[src/rtl/store_narrower_pkg.sv]
// Shared types and helpers for the store narrower: transfer sizes, FSM states
// and the size-to-beat-count mapping.
package store_narrower_pkg;

    localparam int unsigned DATA_W = 64;
    localparam int unsigned BYTE_W = 8;
    localparam int unsigned IDX_W  = 3;

    typedef enum logic [1:0] {
        SZ_BYTE   = 2'd0,
        SZ_HALF   = 2'd1,
        SZ_WORD   = 2'd2,
        SZ_DOUBLE = 2'd3
    } size_e;

    typedef enum logic {
        ST_IDLE = 1'b0,
        ST_SEND = 1'b1
    } state_e;

    // Number of byte beats needed to emit a store of the given size.
    function automatic logic [IDX_W:0] beat_count(input size_e size);
        logic [IDX_W:0] n;
        case (size)
            SZ_BYTE: n = 4'd1;
            SZ_HALF: n = 4'd2;
            SZ_WORD: n = 4'd4;
            default: n = 4'd8;
        endcase
        return n;
    endfunction

endpackage

[src/rtl/fit_checker.sv]
// Flags whether a register-form value survives truncation to the store width,
// i.e. re-sign-extending the narrow field reproduces the full 64-bit value.
module fit_checker
    import store_narrower_pkg::*;
(
    input  logic [DATA_W-1:0] value,
    input  logic [1:0]        size,
    output logic              fits
);

    logic [DATA_W-1:0] ext_c;

    always_comb begin
        ext_c = value;
        case (size_e'(size))
            SZ_BYTE: ext_c = {{56{value[7]}},  value[7:0]};
            SZ_HALF: ext_c = {{48{value[15]}}, value[15:0]};
            SZ_WORD: ext_c = {{32{value[31]}}, value[31:0]};
            default: ext_c = value;
        endcase
        fits = (ext_c == value);
    end

endmodule

[src/rtl/store_narrower.sv]
// Splits a 1/2/4/8-byte store into little-endian byte beats with a
// valid/ready handshake, reporting whether the value fits the chosen width.
module store_narrower
    import store_narrower_pkg::*;
#(
    parameter int unsigned ADDR_W = 64
) (
    input  logic              clk,
    input  logic              reset,
    input  logic              in_valid,
    output logic              in_ready,
    input  logic [DATA_W-1:0] in_data,
    input  logic [ADDR_W-1:0] in_addr,
    input  logic [1:0]        in_size,
    output logic              out_valid,
    input  logic              out_ready,
    output logic [BYTE_W-1:0] out_byte,
    output logic [ADDR_W-1:0] out_addr,
    output logic              out_last,
    output logic              fits
);

    state_e            state_q, state_d;
    logic [IDX_W-1:0]  idx_q,   idx_d;
    logic [DATA_W-1:0] data_q,  data_d;
    logic [ADDR_W-1:0] base_q,  base_d;
    size_e             size_q,  size_d;
    logic              fits_q,  fits_d;
    logic              rdy_q,   rdy_d;

    logic              fits_c;
    logic              accept_c;
    logic [IDX_W-1:0]  last_idx_c;

    fit_checker u_fit_checker (
        .value (in_data),
        .size  (in_size),
        .fits  (fits_c)
    );

    // Reset release is taken through one flop so acceptance waits an extra edge.
    assign rdy_d = 1'b1;

    always_comb begin
        state_d    = state_q;
        idx_d      = idx_q;
        data_d     = data_q;
        base_d     = base_q;
        size_d     = size_q;
        fits_d     = fits_q;

        in_ready   = (state_q == ST_IDLE);
        out_valid  = (state_q == ST_SEND);
        last_idx_c = IDX_W'(beat_count(size_q) - 4'd1);
        out_byte   = data_q[{idx_q, 3'b000} +: BYTE_W];
        out_addr   = base_q + ADDR_W'(idx_q);
        out_last   = (idx_q == last_idx_c);
        fits       = fits_q;
        accept_c   = in_valid && (state_q == ST_IDLE) && rdy_q;

        case (state_q)
            ST_IDLE: begin
                if (accept_c) begin
                    data_d  = in_data;
                    base_d  = in_addr;
                    size_d  = size_e'(in_size);
                    fits_d  = fits_c;
                    idx_d   = '0;
                    state_d = ST_SEND;
                end
            end
            ST_SEND: begin
                if (out_ready) begin
                    if (out_last) begin
                        state_d = ST_IDLE;
                    end else begin
                        idx_d = idx_q + IDX_W'(1);
                    end
                end
            end
            default: state_d = ST_IDLE;
        endcase
    end

    always_ff @(posedge clk or negedge reset) begin
        if (!reset) begin
            state_q <= ST_IDLE;
            idx_q   <= '0;
            data_q  <= '0;
            base_q  <= '0;
            size_q  <= SZ_BYTE;
            fits_q  <= 1'b0;
            rdy_q   <= 1'b0;
        end else begin
            state_q <= state_d;
            idx_q   <= idx_d;
            data_q  <= data_d;
            base_q  <= base_d;
            size_q  <= size_d;
            fits_q  <= fits_d;
            rdy_q   <= rdy_d;
        end
    end

endmodule

[config.mk]
export PLATFORM = sky130hd
export DESIGN_NAME = store_narrower
export DESIGN_NICKNAME = d
export VERILOG_FILES = /design/src/rtl/store_narrower_pkg.sv /design/src/rtl/fit_checker.sv /design/src/rtl/store_narrower.sv
export SDC_FILE = /design/constraint.sdc
export NUM_CORES = 1
export LEC_CHECK = 0
export CORE_ASPECT_RATIO = 1.2
export CORE_UTILIZATION = 38
export DETAILED_ROUTE_END_ITERATION = 7
export PLACE_DENSITY_LB_ADDON = 0.08
export SLEW_MARGIN = 30
export SYNTH_ARGS = -nofsm -noshare
export SYNTH_HDL_FRONTEND = slang
export SYNTH_HIERARCHICAL = 1
export SYNTH_SLANG_ARGS = --single-unit
export TNS_END_PERCENT = 50
[constraint.sdc]
create_clock -name clk -period 5.05 [get_ports clk]
set_input_delay 1.01 -clock clk [delete_from_list [all_inputs] [get_ports clk]]
set_output_delay 1.01 -clock clk [all_outputs]
set_load 0.02 [all_outputs]
Word level (Yosys, flattened, before mapping)
Index checks and enable logic that the tools add are counted.
- $add $sub $neg: 3
- equality and inequality tests: 9
- shift operators: 1
- muxes and demuxes: 10
- bitwise operators: 1
- reduce and logical (&&, ||, !) cells: 6
- operators with widths (operator ; count):
    one-hot mux 64 bit (3 select lines) ; 1
    adder 64 x 3 -> 64 bit ; 1
    == test 64 bit ; 1
    variable part select 64 x 7 -> 8 bit ; 1
    2-to-1 mux 3 bit ; 3
    one-hot mux 3 bit (3 select lines) ; 1
    one-hot mux 3 bit (2 select lines) ; 1
    == test 2 x 1 -> 1 bit, second input constant ; 2
    == test 2 bit, second input constant ; 2
    zero test 2 bit ; 2
    != test 2 bit, second input constant ; 2
    adder 3 x 1 -> 3 bit, second input constant ; 1
    == test 3 bit ; 1
    2-to-1 mux 1 bit ; 3
    AND reduction 3 bit ; 1
    subtractor 3 x 1 -> 3 bit, second input constant ; 1
    logical AND 1 bit ; 2
    != test 2 x 1 -> 1 bit, second input constant ; 1
    one-hot mux 1 bit (2 select lines) ; 1
    AND reduction 2 bit ; 1
    NOT 1 bit ; 1
- flip-flop bits (word level): 136
- bits of input ports: 134

Logic depth before layout (Yosys ltp)
- depth after elaboration: 7
- depth in mapped cells: 8
- gate-level depth less buffers: 7

Cells and area by module
The synthesis kept the hierarchy.
- modules (own cells, without submodules) (module ; instances ; cells an instance ; area each (µm²) ; sequential area each (µm²)):
    store_narrower ; 1 ; 541 ; 7028.0 ; 3403.3
    fit_checker ; 1 ; 50 ; 299.0 ; 0.0

Worst setup path after synthesis
No wires, ideal clock.
- path type: flip-flop to output port
- from: register idx_q[0]
- to: output out_addr[52]
- data arrival time: 2.228 ns
- data required time: 4.040 ns
- setup slack: 1.812 ns
- stages on the path, launching flop included: 9
- cell sequence: dfrtp_1 > ha_1 > fa_1 > a21oi_1 > nor4b_2 > nand4_4 > buf_6 > nor3_2 > xor2_1
- cells in the longest elaborated chain, start to end: 1
- ends and longest elaborated chain (item ; RTL line ; text):
    start: declaration ; store_narrower.sv:24 ; logic [IDX_W-1:0] idx_q, idx_d;
    start signal: assignment ; store_narrower.sv:96 ; idx_q <= idx_d;
    adder 64 x 3 -> 64 bit ; store_narrower.sv:56 ; out_addr = base_q + ADDR_W'(idx_q);
    end: declaration ; store_narrower.sv:18 ; output logic [ADDR_W-1:0] out_addr,
Every way passes these cells.

Worst setup path after layout
- from: register idx_q[2]
- to: output out_addr[58]
Same word-level chain as after synthesis.

==> metrics <==
full die area=19800 um^2; Peak VDD IR=0.758 mV; ANT nets after route=0; Max Slew Vio Count=0; PostCTS Resize Cnt=0; Routed WL per cell=18.2 um; register bit total from synthesis=136; Setup Buffers After CTS=0; vias in the first global route=5673; Root Buffer=clkbuf_16; gpl congestion=0.826; die width=129 um; unrepaired setup endpoints after global routing=false; Sink Count=136; post-synthesis cell count=591; n_diodes=0; Core ar.=18900 um^2; Worst R2R End=base_q[2]$_DFFE_PN0P_; net count after synthesis=730; Worst EP required=4.04 ns; Reg clk slew, reported paths=0.06 ns; Initial Util=38.9%; Boundary Pins=210; Tot GR Track Use=20.5%; CTS H-tree lvls=4; main flop type after synthesis=dfrtp_1; max_cap viols=0; final non-filler cell total=1074; HP Class=primary input to async pin; Post-synth ARST share=100%; Synth cell types=42; global-route wire length before repair=30700 um; Via Count=5510; Final min period=4.73 ns; post-DP HPWL=15200 um; die height=154 um; largest net degree at the start of global routing=57; NumNets Final=945; Crit. End Element=output port; routed wire length=19500 um; Via-to-Cell Ratio=5.13; DRT Pass-1 Iters=6; Power Dens Cells=624 nW/um^2; f_max=0.211 GHz; CTS tree=built; post-synthesis area per instance=12.4 um^2; Row Count=55; P&R area growth vs syn=40.7%; Final Skew=0.00797 ns; # fillers=1644; initial DRC count=246; setup TNS=0 ns; GRT overflow=0; Fin. Hold Viols=0; CTS buffer count=17; status=completed; Port-buffer cells=209; Rel. slew slack=48.5%; number of synthesized flops with an enable pin=0; dpl cells=1043; Seq/Total Area, Yosys=46.4%; # hold bufs at CTS=0; DRC=0; share of layout cells above drive strength 1=26.2%; Worst R2R Path Depth=4; leakage power=0.00409 uW; setup violators final=0; Post-Syn Area=7330 um^2; FF-to-FF Start=out_valid$_DFF_PN0_; worst-path fanout max=16; clock buffer depth=2; CP startpoint kind=flop; final worst-path cycle share=93.7%; Synth Warn #=6; worst-skew pair later-pin latency=0.41 ns; CP Class=flop to output port; critical path data arrival time=3.72 ns; antenna violations before repair=1; R2R Setup Slk=2.96 ns; Worst Tran Pin Value=0.772 ns
placed cells by master, fill, tap and decap left out, types with 2 or more instances in the layout:
master / count
nor4_1: 18
and3_1: 4
clkdlybuf4s50_1: 208
xnor2_1: 29
clkbuf_8: 2
nand4_4: 4
a32o_1: 2
xor2_1: 34
ha_1: 4
bufinv_16: 2
nor3_2: 5
nand3_1: 24
clkinv_2: 2
nor4_2: 5
mux4_2: 16
nand4_1: 27
clkinv_4: 2
buf_4: 8
nor4_4: 3
clkinvlp_4: 2
inv_1: 18
and4_1: 3
inv_6: 2
dfrtp_1: 136
nand2_1: 29
clkbuf_16: 17
a21oi_1: 3
mux2_2: 139
clkbuf_1: 2
nor2_1: 22
nor2b_1: 2
mux2i_1: 4
nor3_1: 19
or3_1: 4
cells in the mapped netlist (2+ instances only):
master	instances	area share [%]
nor4_4	3	0.87
a32o_1	2	0.27
nand4_4	4	1.2
nor4_2	5	0.85
nor3_2	5	0.68
xnor2_1	29	3.5
ha_1	4	0.68
inv_1	18	0.92
mux2_2	139	21
mux2i_1	4	0.55
nor2b_1	2	0.17
nor3_1	19	1.3
clkbuf_1	19	0.97
and4_1	3	0.36
nand4_1	27	2.3
and3_1	4	0.34
xor2_1	34	4.1
nor2_1	22	1.1
nor4_1	18	1.5
mux4_2	16	4.9
a21oi_1	3	0.20
or3_1	4	0.34
nand3_1	25	1.7
nand2_1	29	1.5
dfrtp_1	136	46
flip-flops by register name, indices dropped and copies added, names as in the netlist:
signal,cells
rdy_q,1
size_q,2
fits,1
out_valid,1
data_q,64
idx_q,3
base_q,64
layout make-up:
type | instances | area (um^2) | area share [%]
multi-input combinational | 416 | 3780 | 36.7
inverter | 18 | 67.6 | 0.655
timing repair buffer | 217 | 2150 | 20.9
clock buffer | 21 | 460 | 4.47
tap | 256 | 320 | 3.11
sequential | 136 | 3400 | 33.0
clock inverter | 10 | 120 | 1.17
metrics by stage:
step                      hold WS [ns]  utilization (%)  total power, uW  instance area (um^2)  worst slack [ns]
after floorplan                  0.474                -             3920                  7330              1.81
after global placement           0.484             51.6             5200                  9730             0.830
after detailed placement         0.490             51.6             5270                  9730             0.791
after CTS                        0.446             54.7             6520                 10300             0.315
after global routing             0.453             54.7             6810                 10300            0.0483
final                            0.451             54.7             6430                 10300             0.318
worst max path at each step:
stage / startpoint / endpoint / cells past startpoint
CTS: idx_q[2]$_DFFE_PN0P_ / out_addr[58] / 7
detailed placement: idx_q[2]$_DFFE_PN0P_ / out_addr[58] / 7
global route: idx_q[2]$_DFFE_PN0P_ / out_addr[48] / 7
finish: idx_q[2]$_DFFE_PN0P_ / out_addr[58] / 7
floorplan: idx_q[0]$_DFFE_PN0P_ / out_addr[52] / 8
global placement: idx_q[2]$_DFFE_PN0P_ / out_addr[48] / 7
metal layers:
metal	GRT usage, %	wire, um
met1	24.7	8100
met2	35.7	10200
met3	4.52	920
met4	6.89	320
met5	0	0
cell families after synthesis:
group                    Yosys count  share of synthesized area (%)
other                              1                         0.0512
flip-flops                       136                           46.4
XOR/XNOR                          63                           7.53
buffers and inverters             39                           2.10
AND/OR/NAND/NOR                  176                           15.0
AO/OA/AOI/OAI                     12                           1.11
adder cells (fa/ha/maj)            5                          0.956
multiplexers                     159                           26.8
power breakdown:
part           total (uW)  internal, uW  switching (uW)
sequential           2130          1640             488
combinational        3090          1680            1410
clock                1220           753             466
worst max-delay path: stages (launching register included):
cell and delay, ns:
dfrtp_1 0.55, ha_1 0.47, a21oi_1 0.14, nor4b_2 0.61, nand4_4 0.37, nor3_1 0.35, xor2_1 0.19, clkdlybuf4s50_1 0.63
(Power assumes the default switching activity.)
==> edit: new RTL, same flow settings <==
Make the reset (`reset`) synchronous in one clocked block.
--- a/src/rtl/store_narrower.sv
+++ b/src/rtl/store_narrower.sv
@@ -84,3 +84,3 @@
 
-    always_ff @(posedge clk or negedge reset) begin
+    always_ff @(posedge clk) begin
         if (!reset) begin
Check against the original RTL: differs if reset is asserted again (counterexample within 4 cycles, from zero or initial values and one cycle with reset low); with reset held inactive, the same outputs for 4 cycles.
==> edit against the original RTL <==
Maximum frequency is 1.3% higher. Worst setup slack better by 0.062 ns. Sequential cell count stayed put. Critical path depth stayed put. Critical endpoint is now out_addr[63]. Area after synthesis is 1.5% lower. Final area is 2.5% lower. Routed wire length is 6.7% higher. Largest cell class unchanged. Non-clock buffer count is 1 lower. Via count is 21% higher. Hold slack better by 0.0082 ns. Final cell count is 23% higher.
Power is not compared: it rests on default switching activity, and its combinational part moved more than twofold at a synthesized area within 25%.
==> edit: results (changes against the original RTL) <==
| Metric | Value |
|---|---|
| Skew final | `0.00711 ns (-0.000862 ns)` |
| Total Routing Usage GR | `0.217 (+0.0126)` |
| FILL cells | `1,818 (+11%)` |
| Net count after synthesis | `1,014 (+39%)` |
| Synth area leaders | `dfxtp_1 38%, nand2_1 15%, a21boi_0 14%, mux4_2 5.0%, xor2_1 4.1%` |
| Critical path's slowest cell | `dfxtp_1` |
| PostCTS Resize Cnt | `0 (unchanged)` |
| Dpl cell area | `0.00949 mm2 (-2.4%)` |
| Router iterations before antenna repair | `4 (-2)` |
| Adder-cell share of the synthesized area | `0.00971 (+0.000146)` |
| GP Congestion | `0.836 (+1.2%)` |
| Ys async rst share | `0 (-1.00)` |
| H-tree depth | `4 (unchanged)` |
| Mux cell area share after synthesis | `0.0638 (-0.204)` |
| Vias in the first global route | `6,483 (+14%)` |
| Worst-path fanout max | `16 (unchanged)` |
| Max rail drop VDD | `198 uV` |
| Compound-cell area share of the yosys netlist | `0.154 (+0.143)` |
| First-pass GRT wire length | `33.2 mm (+8.4%)` |
| Synth Warn # | `6 (unchanged)` |
| Via density | `5.03 (-1.9%)` |
| Wire per inst | `15.8 um (-13%)` |
| DP Worst Slack | `0.794 ns (+0.00368 ns)` |
| Worst skew pair latency | `0.42 ns` |
| Share of cells above drive strength 1 | `0.0813 (-0.180)` |
| Status | `completed` |
| HP Class | `flop to flop` |
| Xor/xnor share of the synthesized area | `0.0777 (+0.00236)` |
| CTS root buf | `clkbuf_16` |
| Antenna violations before repair | `0 (-1)` |
| CTS buffer count | `17 (unchanged)` |
| CP peak stage delay | `0.66 ns (+0.03 ns)` |
| Ys flop type | `dfxtp_1` |
| Largest net degree at the start of global routing | `99 (+74%)` |
| Leak pwr | `3.55 nW` |
| Nets | `1,196 (+27%)` |
| ANT cells | `0 (unchanged)` |
| Clk buf depth | `2 (unchanged)` |
| CTS clk-pin slew, worst paths | `0.06 ns (about the same)` |
| Psw | `0.720 mW` |
| DRT iter0 DRCs | `338 (+37%)` |
| Netlist cell types | `45 (+7.1%)` |
| # port buffers | `209 (unchanged)` |
| Largest regs | `base_q x64, data_q x64, idx_q x3` |
| WP data arrival | `3.66 ns (-0.06 ns)` |
| Synth cell count leaders | `286 x nand2_1, 136 x dfxtp_1, 133 x a21boi_0` |
| DP HPWL | `15.1 mm (-1.1%)` |
| Delay-heaviest family, CP | `simple AND/OR/NAND/NOR gates` |
| Slew @ Worst Pin | `0.856 ns (+0.0831 ns)` |
| Register area share after synthesis | `0.377 (-0.0872)` |
| Post-CTS Setup Inserts | `0 (unchanged)` |
edit: cell types whose count changed after synthesis, sizes merged, moves of 3 or more:
cell / delta
dfrtp: -136
a21o: +3
inv: -7
nand2: +257
and2: +3
mux2: -131
nor4: -5
clkbuf: +28
mux2i: -3
a21boi: +133
nor2: -5
buf: +4
and4: +5
dfxtp: +136
edit: power groups by stage:
stage	Sequential, mW	Combinational [mW]	Clock (mW)
finish	1.17	0.392	1.17
global route	1.17	0.428	1.24
CTS	1.17	0.397	1.20
detailed placement	1.19	0.395	0
global placement	1.19	0.394	0
floorplan	1.18	0.180	0
edit: final timing paths:
check,slack [ns],cells past startpoint,endpoint,start
max,0.38,7,out_addr[63],idx_q[2]
min,0.46,2,data_q[19],data_q[19]
max reg2reg,2.89,6,idx_q[1],idx_q[0]
min reg2reg,0.46,2,data_q[19],data_q[19]
edit: area by class of cell:
type                            count  share of cell area
Multi-Input combinational cell    675               0.424
Clock inverter                     14              0.0126
Clock buffer                       18              0.0427
Sequential cell                   136               0.271
Tap cell                          252              0.0314
Inverter                           11             0.00411
Timing Repair Buffer              216               0.215
edit: routing by layer:
metal | track usage | share of wire
met5 | 0 | 0
met4 | 0.0784 | 0.019
met3 | 0.0497 | 0.056
met2 | 0.366 | 0.48
met1 | 0.270 | 0.44
edit: logic make-up (layout without fill, tap and decap cells):
kind of cell,Yosys count,count (layout)
buffers and inverters,64,259
AO/OA/AOI/OAI,149,149
adder cells (fa/ha/maj),5,5
multiplexers,25,25
XOR/XNOR,64,64
AND/OR/NAND/NOR,432,432
flip-flops,136,136
edit: metrics by stage:
stage,power (mW),util,std cells
2_1_floorplan,1.36,-,875
3_3_place_gp,1.58,0.516,1290
3_5_place_dp,1.58,0.516,1290
4_1_cts,2.76,0.547,1322
5_1_grt,2.84,0.547,1322
6_report,2.73,0.547,1322
